[src/rtl/led_display_pattern_gen_param.sv]
// Test-pattern row source for a double-scan HUB75 panel: one registered row per
// valid/ready transfer, with row address, frame-done strobe and selectable patterns.
module led_display_pattern_gen_param #(
  parameter int NUM_ROW_PIXELS = 32,
  parameter int NUM_COL_PIXELS = 64,
  parameter int SCAN_FRAMES    = 64,
  parameter int BAR_W          = 8,
  parameter int SIMULATION     = 0
) (
  input  logic                                  clk_in,
  input  logic                                  reset_in,
  input  logic [3:0]                            mode_in,
  output logic [6*NUM_COL_PIXELS-1:0]           row_out,
  output logic                                  row_valid_out,
  input  logic                                  row_ready_in,
  output logic [$clog2(NUM_ROW_PIXELS/2)-1:0]   row_address_out,
  output logic                                  frame_done_out
);

  localparam int HALF     = NUM_ROW_PIXELS / 2;
  localparam int AW       = $clog2(HALF);
  localparam int N        = NUM_COL_PIXELS;
  localparam int CW       = $clog2(NUM_COL_PIXELS);
  localparam int SCAN_EFF = (SIMULATION != 0) ? 1 : SCAN_FRAMES;
  localparam int FW       = $clog2(SCAN_EFF + 1);

  localparam logic [AW-1:0] ADDR_LAST  = AW'(HALF - 1);
  localparam logic [CW-1:0] COL_LAST   = CW'(N - 1);
  localparam logic [FW-1:0] FRAME_LAST = FW'(SCAN_EFF - 1);

  localparam logic [3:0] MODE_RED   = 4'd1;
  localparam logic [3:0] MODE_GREEN = 4'd2;
  localparam logic [3:0] MODE_BLUE  = 4'd3;
  localparam logic [3:0] MODE_RG    = 4'd4;
  localparam logic [3:0] MODE_GB    = 4'd5;
  localparam logic [3:0] MODE_RB    = 4'd6;
  localparam logic [3:0] MODE_WHITE = 4'd7;
  localparam logic [3:0] MODE_SCAN  = 4'd8;
  localparam logic [3:0] MODE_CHECK = 4'd9;
  localparam logic [3:0] MODE_BARS  = 4'd10;

  // Top and bottom rows differ by HALF (even), so they share parity and pattern.
  function automatic logic [6*N-1:0] row_pattern(input logic [3:0]    mode,
                                                 input logic          addr_odd,
                                                 input logic [CW-1:0] col);
    logic [N-1:0] r, g, b;
    r = '0;
    g = '0;
    b = '0;
    for (int c = 0; c < N; c++) begin
      case (mode)
        MODE_RED:   r[c] = 1'b1;
        MODE_GREEN: g[c] = 1'b1;
        MODE_BLUE:  b[c] = 1'b1;
        MODE_RG:    begin r[c] = 1'b1; g[c] = 1'b1; end
        MODE_GB:    begin g[c] = 1'b1; b[c] = 1'b1; end
        MODE_RB:    begin r[c] = 1'b1; b[c] = 1'b1; end
        MODE_WHITE: begin r[c] = 1'b1; g[c] = 1'b1; b[c] = 1'b1; end
        MODE_SCAN:
          if (col == CW'(c)) begin
            r[c] = 1'b1; g[c] = 1'b1; b[c] = 1'b1;
          end
        MODE_CHECK:
          if (addr_odd == c[0]) begin
            r[c] = 1'b1; g[c] = 1'b1; b[c] = 1'b1;
          end
        MODE_BARS:
          case ((c / BAR_W) % 3)
            0:       r[c] = 1'b1;
            1:       g[c] = 1'b1;
            default: b[c] = 1'b1;
          endcase
        default: ;
      endcase
    end
    return {r, g, b, r, g, b};
  endfunction

  logic [3:0]    mode_q;
  logic [AW-1:0] addr_p0;
  logic [CW-1:0] scan_col;
  logic [FW-1:0] frame_cnt;
  logic [6*N-1:0] row_p0;
  logic          vld_p0;
  logic          fd_p0;

  logic          last_row;
  logic [AW-1:0] addr_nxt;
  logic [CW-1:0] col_nxt;
  logic [FW-1:0] frame_nxt;

  always_comb begin
    last_row  = (addr_p0 == ADDR_LAST);
    addr_nxt  = last_row ? '0 : addr_p0 + AW'(1);
    col_nxt   = scan_col;
    frame_nxt = frame_cnt;
    if (last_row) begin
      if (frame_cnt == FRAME_LAST) begin
        frame_nxt = '0;
        col_nxt   = (scan_col == COL_LAST) ? '0 : scan_col + CW'(1);
      end else begin
        frame_nxt = frame_cnt + FW'(1);
      end
    end
  end

  // Output stage p0: the row is loaded for the address it will carry next.
  always_ff @(posedge clk_in) begin
    if (reset_in) begin
      mode_q    <= '0;
      addr_p0   <= '0;
      scan_col  <= '0;
      frame_cnt <= '0;
      row_p0    <= '0;
      vld_p0    <= 1'b0;
      fd_p0     <= 1'b0;
    end else if (mode_in != mode_q) begin
      mode_q    <= mode_in;
      addr_p0   <= '0;
      scan_col  <= '0;
      frame_cnt <= '0;
      vld_p0    <= 1'b0;
      fd_p0     <= 1'b0;
    end else if (!vld_p0) begin
      row_p0 <= row_pattern(mode_q, addr_p0[0], scan_col);
      vld_p0 <= 1'b1;
      fd_p0  <= 1'b0;
    end else if (row_ready_in) begin
      addr_p0   <= addr_nxt;
      scan_col  <= col_nxt;
      frame_cnt <= frame_nxt;
      row_p0    <= row_pattern(mode_q, addr_nxt[0], col_nxt);
      fd_p0     <= last_row;
    end else begin
      fd_p0 <= 1'b0;
    end
  end

  assign row_out         = row_p0;
  assign row_valid_out   = vld_p0;
  assign row_address_out = addr_p0;
  assign frame_done_out  = fd_p0;

endmodule

[config.mk]
export PLATFORM = sky130hd
export DESIGN_NAME = led_display_pattern_gen_param
export DESIGN_NICKNAME = d
export VERILOG_FILES = /design/src/rtl/led_display_pattern_gen_param.sv
export SDC_FILE = /design/constraint.sdc
export NUM_CORES = 1
export LEC_CHECK = 0
export ABC_AREA = 1
export CORE_AREA = 2 2 172 174
export DETAILED_ROUTE_END_ITERATION = 7
export DIE_AREA = 0 0 174 176
export GPL_TIMING_DRIVEN = 0
export PLACE_DENSITY = 0.87
export SLEW_MARGIN = 10
export SYNTH_ARGS = -nofsm -noshare
export SYNTH_HDL_FRONTEND = slang
export SYNTH_SLANG_ARGS = --single-unit
[constraint.sdc]
create_clock -name clk_in -period 4.2 [get_ports clk_in]
set_input_delay 1.05 -clock clk_in [delete_from_list [all_inputs] [get_ports clk_in]]
set_output_delay 1.05 -clock clk_in [all_outputs]
set_load 0.05 [all_outputs]
==> results.txt <==
* Setup repair after global routing missed its margin: no
- For this design the ratio of total power to cell area is 270 nW/um2.
- After detailed placement, the total cell area comes to 17200 um2.
* Share of final-layout standard cells stronger than drive strength 1: 0.110
- Worst Setup Path Type: input pin to flip-flop
* Num Clock Sinks: 215
- Commonest non-fill, non-tap cell in the layout: nand2_1
* CP startpoint: mode_in[0]
- The number of antenna violations at the first check in global routing is 0.
- Post-CTS resize count: 0
- After clock tree synthesis, the clock-pin slew on the worst setup and hold paths is 0.06 ns.
- For this run, the total global-route usage over all layers was measured as 0.412.
- Static leakage power: 6.36 nW
* FMAX: 269 MHz
- After the flow finishes, the layout carries non-filler instances totaling 2830.
- The pre-antenna-repair detailed-routing pass consisted of 8 iterations.
- Maximum buffer depth of the clock tree: 3
- At the end of routability-driven placement, the weighted congestion stood at 1.06.
- Entering global routing, the biggest net connects 15 pins.
* Mean routed wirelength per cell: 23.3 um
* Chip height: 176 um
* Number of cells on the critical path: 9
- The layout has 2475 filler cells.
* Count of unresolved DRC violations after routing: 0
- In this run, synthesis produced a sequential element count of 215.
- Crit-path most repeated cell: nand2_1
- Number of buffer cells added on primary ports: 395
- Core area: 28500 um2
- The final route contains 16124 vias.
* Largest driver fanout on the critical path: 10
* Hold path depth: 2
- Measured along the x axis, the die boundary spans 174 um.
- Setup violations remaining at the end of the flow were counted as 0.
- Relative slew slack: 0.190
* Worst R2R Path Depth: 13
* Instance count of the mapped netlist: 2008
- Tightest hold margin: 0.467 ns
- STA classifies the critical path startpoint as an input pin.
- After clock tree synthesis, the setup repair step added 0 buffers.
* Number of DRC violations after detailed-routing iteration 0: 1852
- Actual transition at the worst max-transition pin: 1.21 ns
* Root Driver: clkbuf_16
* Max capacitance violation total: 0
- Buffering stage count on the worst path with inverters included: 2
- In this run the most critical hold path is launched from frame_cnt[6]$_SDFFE_PP0P_.
- Number of buffers added to fix hold violations after cts: 0
- Residual overflow from global routing: 0
- Final-report max-slew violation count: 0
- Initial Utilization: 0.447
- The finished cells cover 18000 um2.
- Each instance of the synthesized netlist takes up on average 6.35 um2.
- Launching point of the worst reg2reg path: scan_col[1]$_SDFFE_PP0P_
- The slowest stage of the critical path belongs to the cell nor2_1.
- Leaving out fill and tap cells, the most frequent cells in the layout are nand2_1, clkdlybuf4s50_1, a21oi_1.
- After detailed routing, the number of vias per cell comes to 5.70.
- Total standard cell area after synthesis: 12800 um2
- Clock latency on the worst-skew pair, taken at its later pin, is 0.53 ns.
* Vias in the first global route: 15336
* Number of instances in the placed design: 2787
- Traced cell by cell, the critical path runs through clkdlybuf4s50_1, xnor2_1, nand4_1, nor2_1, nand2_1, nand2_1, buf_2, nand3_1, a21oi_1.
- TritonCTS clock tree: yes
* Final total negative setup slack: 0 ns
- Total Nets Final: 2440
- Portion of the clock cycle consumed by the worst path in the final layout: 0.885
- Number of warnings issued by yosys: 0
- When the netlist entered floorplanning its net count stood at 2021.
- Number of H-tree levels: 1
* DRT antenna net count: 0
- The kind of cell with the highest combined delay along the critical path is simple AND/OR/NAND/NOR gates.
- STA puts the critical path data required time at 4.65 ns.
- Data on the critical path arrives at its endpoint at 4.17 ns.
- Of the synthesized area, sequential elements account for 0.337.
* Result of the run: complete, no violations
- Number of rows in the core area: 62
- Area delta synth->final: 41.1%
- The floorplan step defined a die boundary enclosing 30600 um2.
* Sum of net half-perimeters after detailed placement: 51200 um
- Worst setup EP type: flip-flop
* I/O pin total: 397
- Largest stage delay, worst path: 0.54 ns
- Inserted Clock Buffers: 22
- Number of hold violations in the final report: 0
* Type of the worst min-delay path: flip-flop to flip-flop
- The first global-routing pass estimated 95100 um of wire.
- Worst IR Drop VDD: 0.302 mV
- For this run, the share of the core covered by cells in the final layout is 0.630.
- Final worst clock skew: 0.0154 ns
- Subtracting the final worst setup slack from the clock period gives 3.72 ns.
* Count of different cell masters after synthesis: 27
- Summed over all layers, the routed wires come to 65800 um.
tightest hold or removal path, delay by kind of cell (launching register included):
kind	cells	cell delay, ns
flip-flops	1	0.31
AND/OR/NAND/NOR	1	0.05
buffers and inverters	1	0.07
metal layers:
metal  GRT usage  part of all wire
met1       0.492              0.37
met2       0.691              0.46
met3      0.0838             0.099
met4       0.235             0.066
met5           0                 0
worst paths after layout:
path	slack [ns]	endpoint
worst max-delay path	0.48	row_out[346]$_SDFFE_PP0P_
worst min-delay path	0.47	frame_cnt[6]$_SDFFE_PP0P_
worst max register to register	0.97	row_out[356]$_SDFFE_PP0P_
worst min register to register	0.47	frame_cnt[6]$_SDFFE_PP0P_
synthesized netlist by cell type (all sizes together):
master  number  share of area
nor3         8         0.0031
ha           6         0.0059
clkinv       1        0.00029
dfxtp      215           0.34
o21ai       40          0.016
nor2        85          0.028
buf        221           0.12
a21oi      392           0.15
clkbuf     100          0.030
xor2         1        0.00069
xnor2        5         0.0034
nand2      619           0.18
nand3      194          0.077
a211oi       1        0.00059
inv        108          0.032
nand4        7         0.0034
or2          4         0.0020
nor4         1        0.00049
area by class of cell:
type	instances	area, um2	share of cell area
clock buffer	32	659	0.0366
multi-input combinational	1363	6080	0.338
timing repair buffer	395	3950	0.220
antenna	3	7.51	0.000417
inverter	109	409	0.0227
sequential	215	4300	0.239
buffer	321	1960	0.109
clock inverter	8	140	0.00779
tap	384	480	0.0267
through the flow:
step	total power, mW	setup WS [ns]
2_1_floorplan	2.50	1.81
3_3_place_gp	2.70	0.0641
3_5_place_dp	2.71	0.0251
4_1_cts	4.83	0.545
5_1_grt	4.95	0.379
6_report	4.86	0.483
report_power, final:
part           internal [mW]  switching (mW)
clock network           1.33           0.834
registers               2.06          0.0219
logic                  0.159           0.451
total                   3.55            1.31
flip-flops by register name, indices dropped and copies added (netlist names):
signal / count
frame_cnt: 7
frame_done_out: 1
mode_q: 4
row_valid_out: 1
scan_col: 6
row_out: 192
row_address_out: 4
kinds of logic (layout without fill, tap and decap cells):
group / after synthesis / count (layout) / share of synthesized area
DFF: 215 / 215 / 0.337
buffers and inverters: 430 / 865 / 0.186
other: 0 / 3 / 0
AOI/OAI and AO/OA: 433 / 433 / 0.170
adders and majority gates: 6 / 6 / 0.00589
xor gates and xnor gates: 6 / 6 / 0.00412
and+or+nand+nor: 918 / 918 / 0.297
Note: power is estimated with default switching activity, not from simulation.
